$ cat config.mk
export PLATFORM = sky130hd
export DESIGN_NAME = pc_sequencer
export DESIGN_NICKNAME = d
export VERILOG_FILES = /design/src/rtl/pc_sequencer.sv
export SDC_FILE = /design/constraint.sdc
export NUM_CORES = 1
export LEC_CHECK = 0
export BUFFER_PORTS_ARGS = -buffer_cell sky130_fd_sc_hd__buf_4
export CORE_ASPECT_RATIO = 1.25
export CORE_MARGIN = 2
export CORE_UTILIZATION = 57
export CTS_BUF_LIST = sky130_fd_sc_hd__clkbuf_8
export CTS_CLUSTER_SIZE = 14
export DETAILED_ROUTE_END_ITERATION = 8
export GPL_TIMING_DRIVEN = 0
export PLACE_DENSITY = 0.8
export SYNTH_ARGS = -nofsm -noshare
export SYNTH_HDL_FRONTEND = slang
export SYNTH_SLANG_ARGS = --single-unit
$ cat constraint.sdc
create_clock -name clk -period 4.91 [get_ports clk]
set_input_delay 0.2455 -clock clk [delete_from_list [all_inputs] [get_ports clk]]
set_output_delay 0.2455 -clock clk [all_outputs]
set_load 0.05 [all_outputs]
$ cat src/rtl/pc_sequencer.sv
`default_nettype none
// +--------------------------------------------------------------------------+
// | pc_sequencer : FETCH/EXEC program-counter controller with beq/jump and   |
// |                address-limit halt.                    Revision: 1.0      |
// +--------------------------------------------------------------------------+
module pc_sequencer #(
  parameter logic [31:0] RESET_PC   = 32'd0,
  parameter logic [31:0] ADDR_LIMIT = 32'd256
) (
  input  logic        clk,
  input  logic        reset,
  input  logic        start,
  input  logic        stall,
  input  logic        beq_signal,
  input  logic [31:0] beq_adr,
  input  logic        jmp_signal,
  input  logic [25:0] jmp_adr,
  input  logic        imem_ready,
  output logic [31:0] pc,
  output logic        imem_req,
  output logic        instr_valid,
  output logic        halted,
  output logic [31:0] retired_count
);

  typedef enum logic [1:0] {
    S_IDLE  = 2'd0,
    S_FETCH = 2'd1,
    S_EXEC  = 2'd2,
    S_HALT  = 2'd3
  } state_t;

  state_t      r_state;
  logic [31:0] r_pc;
  logic [31:0] r_retired;
  logic [31:0] w_seq;
  logic [31:0] w_next_pc;

  // Jump takes priority over a taken branch when both are flagged.
  always_comb begin
    w_seq = r_pc + 32'd1;
    if (jmp_signal) begin
      w_next_pc = {w_seq[31:26], jmp_adr};
    end else if (beq_signal) begin
      w_next_pc = w_seq + beq_adr;
    end else begin
      w_next_pc = w_seq;
    end
  end

  always_ff @(posedge clk) begin
    if (reset) begin
      r_state   <= S_IDLE;
      r_pc      <= RESET_PC;
      r_retired <= 32'd0;
    end else begin
      case (r_state)
        S_IDLE: begin
          r_pc <= RESET_PC;
          if (start) begin
            r_state <= (RESET_PC >= ADDR_LIMIT) ? S_HALT : S_FETCH;
          end
        end
        S_FETCH: begin
          if (imem_ready) begin
            r_state <= S_EXEC;
          end
        end
        S_EXEC: begin
          if (!stall) begin
            r_pc      <= w_next_pc;
            r_retired <= r_retired + 32'd1;
            r_state   <= (w_next_pc >= ADDR_LIMIT) ? S_HALT : S_FETCH;
          end
        end
        S_HALT: begin
          r_state <= S_HALT;
        end
        default: begin
          r_state <= S_IDLE;
        end
      endcase
    end
  end

  assign pc            = r_pc;
  assign retired_count = r_retired;
  assign imem_req      = (r_state == S_FETCH);
  assign instr_valid   = (r_state == S_EXEC);
  assign halted        = (r_state == S_HALT);

endmodule
`default_nettype wire

==> impl_results.md <==
* Ys async rst share at 0
* Yosys top cell by area: dfxtp_1
* CP max stage cell: dfxtp_2
* CP startpoint kind: register
* Max transition margin at 0.497
* Nets at about 1000
* DP Wirelength at roughly 16 mm
* Worst setup path class: register to register
* Cell Count Post-Placement at 1043
* Leakage at 3.25 nW
* Ranking of synthesized cells by area: dfxtp_1, ha_1, nor2_1, xnor2_1, nand2_1
* Synth top area share at 0.227
* CP delay by family, top: compound AO/OA/AOI/OAI gates
* Cell count after synthesis at 783
* Area Growth Syn to Fin at 26.0%
* Port bufs at between 100 and 150
* Die Height at between 100 and 150 µm
* Maximum clock frequency at 210 MHz
* Final setup fails at 0
* Worst Reg2Reg Path Length in Cells at 18
* Seq/Total Area, Yosys at 0.227
* Clock Latency Late Sink at 0.35 ns
* Crit path max fanout at 6
* GRT Overall Usage at 0.351
* Cell with the most instances after synthesis: nor2_1
* Hold_ws at 0.111 ns
* Die width at ~94 µm
* Status: completed
* Initial Util at 0.580
* Largest net degree at the start of global routing at 12
* Final setup TNS at 0 ns
* Min Clock Period, post-route at 4.76 ns
* Worst path max stage delay at 0.41 ns
* VDD IR max at 214 µV
* Routed Antenna Nets at 0
* Reg2reg end: r_state[1]$_SDFFE_PP0P_
* Synthesized net count at 886
* Total Wirelength at 20.2 mm
* Routed vias at 6630
* Share of post-route cells with drive strength above 1 at 0.231
* Syn Area/Cell at roughly 7.4 µm²
* Measured slew at the worst slew-check pin at 0.748 ns
* Ant diodes at 0
* Max clock buf depth at 2
* Clock skew at between 0.008 and 0.009 ns
* Pre-Repair DR Iteration Count at 5
* WHS Path Cells at 2
* Final Instance Count excl. Fillers at 1064
* Total grt overflow at 0
* Power density over the cells at 185 nW/µm²
* Crit share post-route at 0.969
* Hold Crit Endpoint: r_state[0]$_SDFFE_PP0P_
* Slew Viols, Final at 0
* CTS sink count at between 60 and 70
* Register bit total from synthesis at 66
* Hold Violations, Final at 0
* I/O pins at ~130
* Avg WL per Cell at 19.0 µm
* Hold_sp: stall
* EDFF count, synth at 0
* Worst Hold Class: primary input to register
* Initial antenna violation count at 0
* Buf/Inv on CP at 2
* Num rows at 41
* Synthesized area at 5830 µm²
* Root Buffer: clkbuf_8
* Most used DFF post-synth: dfxtp_1
* Ys Warns at 0
* Req. time, crit path at 5.14 ns
* Gp weighted congestion at 0.943
* Vias in the first global route at 6147
* Worst reg2reg setup slack at 0.15 ns
* First-pass GRT wire length at 30.2 mm
* Num CTS Buffers at 9
* Core Footprint at 10100 µm²
* CTS tree: done
* Die area at 11100 µm²
* Library cells used by synthesis at 74
* Htree depth at 3
* CP arrival at between 4 and 5 ns
* Worst Setup End Kind: register
* Post-DR vias/cell at 6.23
* Synth cell count leaders: nor2_1, nand2_1, dfxtp_1, a21oi_1, xnor2_1
* DRC at 0
* Top cell by count, worst path: o211ai_1
* CTS clk-pin slew, worst paths at 0.07 ns
* Detailed router's first-iteration violation count at approximately 550
* Start of the worst register-to-register path: pc[12]$_SDFFE_PP0P_
* Max_cap viols at 0
* CP cell instances: and4_4 -> and4_2 -> and2_1 -> buf_2 -> nand2_1 -> xor2_2 -> inv_1 -> ha_1 -> a21oi_2 -> o211ai_1 -> a211oi_2 -> o211ai_1 -> a31oi_2 -> nand3b_1 -> a2111oi_4 -> nand4_1 -> nor4_2 -> a31oi_1
-- repair_timing --
action | CTS | global route
pin swaps | 2 | 9
resized for setup | 6 | 31
buffers inserted | 1 | 5
hold buffers | 0 | 0
endpoints found under the setup margin | 1 | 2
-- through the flow --
step                instance area [µm²]  setup slack (ns)  total power [mW]   util
floorplan                          5830             0.572             0.746      -
detailed placement                 6980            -0.392             0.857  0.694
global route                       7350           -0.0613              1.41  0.731
global placement                   6980            -0.360             0.851  0.694
CTS                                7220            0.0434              1.36  0.719
finish                             7350             0.152              1.36  0.731
-- layer usage --
layer | GRT usage | vias to the layer above | routed length (µm)
li1 | - | 3139 | -
met1 | 0.399 | 3067 | 7730
met2 | 0.618 | 344 | 9930
met3 | 0.0589 | 80 | 1500
met4 | 0.209 | 0 | 1030
met5 | 0 | - | 0
-- flip-flops by register name, indices dropped and copies added (netlist names) --
name	flops
pc	32
r_state	2
retired_count	32
-- power by group --
group	leakage (nW)	switching, mW	internal, mW	total [mW]
Combinational	2.60	0.189	0.120	0.309
Sequential	0.540	0.0105	0.540	0.551
Clock	0.113	0.208	0.296	0.504
Total	3.25	0.407	0.956	1.36
-- cells in the final DEF, fill, tap and decap left out, drive strengths merged, types with 16 or more instances in the layout --
cell type    n
xor2        29
nand2       80
o21ai       39
nor3        16
nand3       31
a21oi       58
clkbuf      40
xnor2       38
dfxtp       66
inv         18
a21o        18
nand4       22
buf        145
and3        23
ha          37
nor2        96
-- final cells by class --
| cell class | count | area (µm²) |
|---|---|---|
| clock buffer | 10 | 138 |
| clock inverter | 6 | 81.3 |
| buffer | 38 | 153 |
| sequential | 66 | 1350 |
| tap | 129 | 161 |
| timing repair buffer | 137 | 1030 |
| fill | 811 | 2700 |
| multi-input combinational | 661 | 4380 |
| inverter | 17 | 63.8 |
-- cell families (layout without fill, tap and decap cells) --
family | Yosys count | in the layout | synth area share
AOI/OAI and AO/OA | 208 | 208 | 0.242
xor gates and xnor gates | 67 | 67 | 0.101
adders and majority gates | 38 | 38 | 0.0828
buffers and inverters | 56 | 208 | 0.0378
DFF | 66 | 66 | 0.227
muxes | 14 | 14 | 0.0251
and+or+nand+nor | 334 | 334 | 0.286
-- worst max-delay path by stage --
stage,start,endpoint,depth (start not counted)
after CTS,pc[5]$_SDFFE_PP0P_,r_state[1]$_SDFFE_PP0P_,18
after detailed placement,pc[0]$_SDFFE_PP0P_,r_state[1]$_SDFFE_PP0P_,18
after global placement,pc[0]$_SDFFE_PP0P_,r_state[1]$_SDFFE_PP0P_,18
after global routing,pc[3]$_SDFFE_PP0P_,r_state[1]$_SDFFE_PP0P_,18
final,pc[12]$_SDFFE_PP0P_,r_state[1]$_SDFFE_PP0P_,18
after floorplan,pc[5]$_SDFFE_PP0P_,r_state[1]$_SDFFE_PP0P_,18
Power figures use the tool's default switching activity.
